<file path="config.mk">
export PLATFORM = sky130hd
export DESIGN_NAME = tx_4b
export DESIGN_NICKNAME = d
export VERILOG_FILES = /design/src/rtl/tx_pkg.sv /design/src/rtl/spi_edge_detect.sv /design/src/rtl/tx_4b.sv
export SDC_FILE = /design/constraint.sdc
export NUM_CORES = 1
export LEC_CHECK = 0
export CELL_PAD_IN_SITES_DETAIL_PLACEMENT = 0
export CELL_PAD_IN_SITES_GLOBAL_PLACEMENT = 1
export CORE_ASPECT_RATIO = 1.75
export CORE_MARGIN = 5
export CORE_UTILIZATION = 42
export CTS_CLUSTER_SIZE = 10
export DETAILED_ROUTE_END_ITERATION = 7
export PLACE_DENSITY = 0.87
export SLEW_MARGIN = 20
export SYNTH_ARGS = -nofsm -noshare
export SYNTH_HDL_FRONTEND = slang
export SYNTH_SLANG_ARGS = --single-unit
</file>
<file path="constraint.sdc">
create_clock -name clk -period 4.8 [get_ports clk]
set_input_delay 0.96 -clock clk [delete_from_list [all_inputs] [get_ports clk]]
set_output_delay 0.96 -clock clk [all_outputs]
set_load 0.02 [all_outputs]
</file>
<file path="src/rtl/tx_pkg.sv">
// Shared types and constants for the nibble-serial result transmitter.
package tx_pkg;

  localparam int unsigned TX_NIBBLES  = 5;
  localparam int unsigned TX_FRAME_W  = 20;
  localparam logic [2:0]  LAST_NIBBLE = 3'd4;

  typedef enum logic [1:0] {
    IDLE,
    LOADED,
    SHIFT
  } tx_state_t;

  // Nibble 0 is the flag nibble in frame[19:16]; nibbles 1..4 walk the data MSB first.
  function automatic logic [3:0] frame_nibble(input logic [TX_FRAME_W-1:0] frame,
                                              input logic [2:0]            idx);
    logic [3:0] nib;
    nib = 4'h0;
    unique case (idx)
      3'd0:    nib = frame[19:16];
      3'd1:    nib = frame[15:12];
      3'd2:    nib = frame[11:8];
      3'd3:    nib = frame[7:4];
      3'd4:    nib = frame[3:0];
      default: nib = 4'h0;
    endcase
    return nib;
  endfunction

endpackage

</file>
<file path="src/rtl/spi_edge_detect.sv">
// Rising-edge detector for the master-driven SPI clock, sampled in the system clock domain.
module spi_edge_detect (
  input  logic clk,
  input  logic rst_n,
  input  logic spi_clk,
  output logic rise
);

  logic spi_clk_prev;

  always_ff @(posedge clk or negedge rst_n) begin
    if (!rst_n) begin
      spi_clk_prev <= 1'b0;
    end else begin
      spi_clk_prev <= spi_clk;
    end
  end

  assign rise = spi_clk & ~spi_clk_prev;

endmodule

</file>
<file path="src/rtl/tx_4b.sv">
// Nibble-serial result transmitter: latches a 16-bit result plus flags as a 20-bit frame
// and presents it on a 4-bit MISO bus, one nibble per gated SPI clock rise.
module tx_4b
  import tx_pkg::*;
#(
  parameter int unsigned NIBBLES = TX_NIBBLES
) (
  input  logic        clk,
  input  logic        rst_n,
  input  logic        spi_clk,
  input  logic        spi_r,
  input  logic [15:0] res_data,
  input  logic [3:0]  res_flags,
  input  logic        res_valid,
  output logic        res_ready,
  output logic [3:0]  miso,
  output logic        miso_oe,
  output logic        tx_done
);

  localparam logic [2:0] LastIdx = 3'(NIBBLES - 1);

  tx_state_t             state_q, state_d;
  logic [2:0]            cnt_q, cnt_d;
  logic [TX_FRAME_W-1:0] frame_q, frame_d;
  logic                  tx_done_q, tx_done_d;
  logic                  spi_clk_rise;
  logic                  shift_ev;

  spi_edge_detect u_edge (
    .clk     (clk),
    .rst_n   (rst_n),
    .spi_clk (spi_clk),
    .rise    (spi_clk_rise)
  );

  assign shift_ev = spi_clk_rise & spi_r;

  // State register
  always_ff @(posedge clk or negedge rst_n) begin
    if (!rst_n) begin
      state_q   <= IDLE;
      cnt_q     <= 3'd0;
      frame_q   <= '0;
      tx_done_q <= 1'b0;
    end else begin
      state_q   <= state_d;
      cnt_q     <= cnt_d;
      frame_q   <= frame_d;
      tx_done_q <= tx_done_d;
    end
  end

  // Next-state logic
  always_comb begin
    state_d   = state_q;
    cnt_d     = cnt_q;
    frame_d   = frame_q;
    tx_done_d = 1'b0;
    unique case (state_q)
      IDLE: begin
        if (res_valid) begin
          frame_d = {res_flags, res_data};
          cnt_d   = 3'd0;
          state_d = LOADED;
        end
      end
      LOADED: begin
        if (cnt_q > LAST_NIBBLE) begin
          state_d = IDLE;
        end else if (shift_ev) begin
          cnt_d   = 3'd1;
          state_d = SHIFT;
        end
      end
      SHIFT: begin
        if (cnt_q > LAST_NIBBLE) begin
          state_d = IDLE;
        end else if (!spi_r) begin
          // Aborted read keeps the frame; the next read restarts at nibble 0.
          cnt_d   = 3'd0;
          state_d = LOADED;
        end else if (shift_ev) begin
          if (cnt_q == LastIdx) begin
            state_d   = IDLE;
            tx_done_d = 1'b1;
          end else begin
            cnt_d = cnt_q + 3'd1;
          end
        end
      end
      default: begin
        state_d = IDLE;
        cnt_d   = 3'd0;
      end
    endcase
  end

  // Outputs
  always_comb begin
    res_ready = 1'b0;
    miso_oe   = 1'b0;
    miso      = 4'h0;
    unique case (state_q)
      IDLE: begin
        res_ready = 1'b1;
      end
      LOADED: begin
        miso_oe = 1'b1;
        miso    = frame_nibble(frame_q, 3'd0);
      end
      SHIFT: begin
        miso_oe = 1'b1;
        miso    = frame_nibble(frame_q, cnt_q);
      end
      default: begin
        res_ready = 1'b0;
      end
    endcase
  end

  assign tx_done = tx_done_q;

endmodule

</file>
# ---- Word level (Yosys, flattened, before mapping)
# Index checks and enable logic that the tools add are counted.
# Widths: inputs -> output; s select.
dict set report op_classes {
  n_addsub 1
  multipliers 0
  div 0
  n_lt_le_gt_ge 1
  n_eq_ne 15
  n_shift 0
  mux 25
  bitwise 3
  reduce_logical 6
}
# op n
set ops {}
lappend ops {{$mux 3} 7}
lappend ops {{$pmux 4 s5} 1}
lappend ops {{$mux 2} 7}
lappend ops {{$ne 3x3->1 const B} 3}
lappend ops {{$pmux 3 s3} 1}
lappend ops {{$ne 2x2->1 const B} 4}
lappend ops {{$ne 4x4->1 const B} 2}
lappend ops {{$pmux 4 s2} 1}
lappend ops {{$mux 1} 7}
lappend ops {{$eq 3x2->1 const B} 2}
lappend ops {{$pmux 2 s3} 1}
lappend ops {{$reduce_and 6->1} 1}
lappend ops {{$reduce_and 4->1} 1}
lappend ops {{$add 3x1->3 const B} 1}
lappend ops {{$eq 3x1->1 const B} 1}
lappend ops {{$eq 3x3->1 const B} 1}
lappend ops {{$gt 3x3->1 const B} 1}
lappend ops {{$logic_not 3->1} 1}
lappend ops {{$and 1x1->1} 2}
lappend ops {{$eq 2x1->1 const B} 1}
lappend ops {{$eq 2x2->1 const B} 1}
lappend ops {{$logic_not 2->1} 1}
lappend ops {{$reduce_and 2->1} 1}
lappend ops {{$reduce_or 2->1} 1}
lappend ops {{$not 1->1} 1}
dict set report word_totals {
  register_bits 27
  latchBits 0
  mem_bits_rw 0
  mem_bits_ro 0
  input_bits 25
  output_inout_bits 7
  wordCells 56
  memories 0
}

# ---- Longest topological paths before layout
dict set report logic_depth {
  depth_word 7
  mapped_depth 7
  depth_no_buf 6
}

# ---- Hierarchy
# Synthesis repeated with hierarchy kept, for this count alone.
dict set report hier_totals {
  cells_unflattened 128
  hier_area_um2 1483.9
}
# mod instances cells_per_inst area_per_inst_um2 seq_area_each_um2
set by_module_without_submodules {}
lappend by_module_without_submodules {tx_4b 1 126 1445.1 650.6}
lappend by_module_without_submodules {spi_edge_detect 1 2 38.8 25.0}

# ---- Worst setup path after synthesis
# No wires, ideal clock.
dict set report synth_timing {
  path_kind {register to output}
  start {register state_q[0]}
  end {output port miso[0]}
  t_arrival_ps 1564
  slack_ps 2276
  path_stages_with_launch 6
  path_buffers 1
  path_cell_list {dfrtp_1 > inv_1 > ha_1 > clkbuf_1 > o311a_1 > a32o_1}
}
dict set report synth_via {
  elab_chain_cells 2
  word_cells_on_any_way 3
}
# element line_no
set synth_rtl {}
lappend synth_rtl {{from (decl)} tx_4b.sv:23} ;# tx_state_t state_q, state_d;
lappend synth_rtl {{from (signal assigned)} tx_4b.sv:47} ;# state_q <= state_d;
lappend synth_rtl {{$eq 2x2->1 or $eq 2x1->1 (tied branches)} tx_4b.sv:104} ;# unique case (state_q)
lappend synth_rtl {{$pmux 4 s2 *} tx_4b.sv:104}
lappend synth_rtl {{to (decl)} tx_4b.sv:16} ;# output logic [3:0] miso,
# Mark *: on every way between the ends. The rest lies on a longest branch, timed or not.

# ---- Final worst setup path
dict set report layout_timing {
  start {register cnt_q[0]}
  end {output port miso[3]}
}
dict set report layout_via {
  elab_chain_cells 3
  word_cells_on_any_way 7
}
# element line_no
set layout_rtl {}
lappend layout_rtl {{from (decl)} tx_4b.sv:24} ;# logic [2:0] cnt_q, cnt_d;
lappend layout_rtl {{from (signal assigned)} tx_4b.sv:48} ;# cnt_q <= cnt_d;
lappend layout_rtl {{$eq 3x3->1 (tied with other cells)} tx_pkg.sv:19} ;# unique case (idx)
lappend layout_rtl {{$pmux 4 s5 *} tx_pkg.sv:19}
lappend layout_rtl {{$pmux 4 s2 *} tx_4b.sv:104}
# Marks and branches as above.

==> results by group <==
Clock network
  – Hold buffer count at cts: 0
  – Clock tree buffer depth: 2
  – CTS clk-pin slew, worst paths: approximately 90 ps
  – Skew-Pair Late Insertion Delay: about 280 ps
  – Number of setup buffers added after CTS: 0
  – Root Driver: clkbuf_8
  – CTS tree: built
  – H-Tree Depth: 1
  – Clk sinks: 27
  – Resized Gates After CTS: 0
  – CTS Buf Count: 3

STA
  – Final setup violation count: 0
  – Sum Neg Setup Slack: 0 ps
  – Slew headroom: roughly 45%
  – Minimum clock period: about 3500 ps
  – RSZ-0062 raised after global routing: false
  – WHS: ~520 ps
  – FMAX: roughly 290 MHz
  – Worst Tran Pin Value: just over 800 ps
  – Final Cycle Share: about 73%
  – Fin. Hold Viols: 0
  – Clock skew: just under 8 ps
  – Final WS setup: 1310 ps
  – Slew Limit Fails: 0

Logic synthesis
  – Post-Syn Nets: between 150 and 200
  – Synthesized area: 0.00144 mm^2
  – Top-area cell type share of the netlist area: a little under half
  – FF+latch count, synth: 27
  – Top FF cell, synth: dfrtp_1
  – Average cell area after synthesis: about 12 um^2
  – Synth top cells by count: 27 x dfrtp_1, 23 x mux2_2, 9 x ha_1
  – EDFF count, synth: 0
  – Synth area leaders: dfrtp_1 47%, mux2_2 18%, ha_1 7.8%, a222oi_1 2.8%, a32o_1 2.8%
  – Synth cell types: 28
  – Top-count cell post-synth: dfrtp_1
  – Post-synthesis cell count: 120
  – Async SR Flop Fraction: 100%
  – Yosys warns: 0
  – Synth area leader: dfrtp_1
  – Sequential cell area fraction in the yosys report: between 40% and 50%

Routing
  – Via count: 1,084
  – # DRC: 0
  – Average via count per standard cell: 5.53
  – Antenna-violating nets left: 0
  – Total wire length: between 3000 and 4000 um
  – DRT Pass-1 Iters: 4
  – Per-cell routed wire length: between 15 and 20 um
  – Number of DRC markers in iteration 0: 41

Cells and area
  – Ratio of cells with drive above 1 in the final layout: 19.9%
  – Area grow syn2layout: 26.9%
  – FILL cells: about 320
  – Register Area: between 600 and 700 um^2
  – Antenna fix cells: 0
  – Multi-input combinational cell area: 704 um^2
  – Nets: about 190
  – Post-route insts no fill: 196

Min path
  – Hold path depth: 1
  – Hold Path Class: reg -> reg
  – Worst Hold End: frame_q[13]
  – Hold_sp: frame_q[13]

Global route
  – First-pass GRT wire length: 5290 um
  – Gr ovfl total: 0
  – Largest net degree at the start of global routing: 28
  – Total GRT Usage: roughly 15%
  – Number of global-route vias before repair: roughly 1,200
  – Initial antenna violation count: 0

Placed design
  – Dpl ws: around 1600 ps
  – Final GP Congestion: roughly 0.83
  – Placed Instances: approximately 190
  – # port buffers: 31
  – Hpwl dp: between 2000 and 2500 um

Job
  – Max cap viols: 0

Outcome
  – Status: finished, final reports clean

Critical path
  – FF-to-FF setup slack: between 2000 and 3000 ps
  – CP max FO: 11
  – RR Endpoint: state_q[0]
  – Critical path arrival: 2530 ps
  – Crit Path Category: reg -> out
  – Type of origin of the critical path: flop
  – Required time worst endpoint: about 3800 ps
  – Reg2reg path depth: 6
  – Reg2reg start: cnt_q[0]
  – Element type at the critical path end: primary output

Floorplan
  – Die W: ~54 um
  – Core ar.: roughly 0.0034 mm^2
  – Die ar.: about 0.0047 mm^2
  – Die height: just under 90 um
  – Number of placed I/O pins: 32
  – Initial Util: between 40% and 50%
  – FP Rows: 28

Power
  – Total power: between 1 and 1.5 mW
  – Leakage: about 0.76 nW
  – PD cells: ~560 mW/mm^2
  – Max VDD drop: between 300 and 400 uV
per-layer routing:
layer	global-route usage [%]	vias to the layer above	part of all wire [%]
li1	-	509	-
met1	17.1	531	38
met2	26.4	35	55
met3	2.92	9	4.4
met4	7.03	0	2.5
met5	0	-	0
power by group:
| group | switching (mW) | total, mW | leakage [nW] | internal (mW) |
|---|---|---|---|---|
| Sequential | 0.0711 | 0.398 | 0.327 | 0.327 |
| Clock | 0.0729 | 0.132 | 0.0217 | 0.0590 |
| Combinational | 0.226 | 0.484 | 0.415 | 0.257 |
through the flow:
| step | utilization, % | instance area (um^2) |
|---|---|---|
| finish | 54.3 | 1830 |
| global route | 54.3 | 1830 |
| CTS | 54.3 | 1830 |
| detailed placement | 52.8 | 1780 |
| global placement | 52.8 | 1780 |
| floorplan | - | 1440 |
logic make-up (layout without fill, tap and decap cells):
logic type | Yosys count | after routing | share of synthesized area (%)
AND/OR/NAND/NOR | 25 | 25 | 8.61
adder cells (fa/ha/maj) | 9 | 9 | 7.83
flip-flops | 27 | 27 | 47.0
buffers and inverters | 11 | 42 | 4.09
multiplexers | 25 | 25 | 19.7
AO/OA/AOI/OAI | 23 | 23 | 12.8
layout make-up:
| class | instances | share of cell area [%] |
|---|---|---|
| clock buffer | 3 | 2.26 |
| clock inverter | 1 | 0.411 |
| inverter | 6 | 1.23 |
| multi-input combinational | 82 | 38.6 |
| sequential | 27 | 37.0 |
| tap | 45 | 3.08 |
| timing repair buffer | 32 | 17.4 |
critical path, cell delays in order (launching register included):
cell	delay, ps
dfrtp_1	420
inv_1	90
ha_1	340
and2_1	240
a222oi_1	250
o21ai_0	140
a32o_1	240
clkdlybuf4s50_1	540
placed cells by master, fill, tap and decap left out, types with 2 or more instances in the layout:
cell and instances:
clkdlybuf4s50_1 31, dfrtp_1 27, mux2_2 23, ha_1 9
nand2_1 8, inv_1 6, o21ai_0 6, nor2_1 4
a222oi_1 4, a32o_1 4, a22oi_1 3, nand2b_1 3
clkbuf_8 3, nand3_1 2, nor2b_1 2, and2_1 2
a31oi_1 2
how the worst max path moves through the flow:
stage          slack [ps]       to        from
6_report             1310  miso[3]    cnt_q[0]
3_5_place_dp         1620  miso[3]    cnt_q[0]
3_3_place_gp         1690  miso[3]    cnt_q[0]
5_1_grt              1180  miso[3]    cnt_q[0]
2_1_floorplan        2280  miso[0]  state_q[0]
4_1_cts              1300  miso[3]    cnt_q[0]
state kept, by name, indices dropped and copies added, names as in the netlist:
name                 cells
tx_done                  1
cnt_q                    3
state_q                  2
u_edge.spi_clk_prev      1
frame_q                 20
Note: power is estimated with default switching activity, not from simulation.
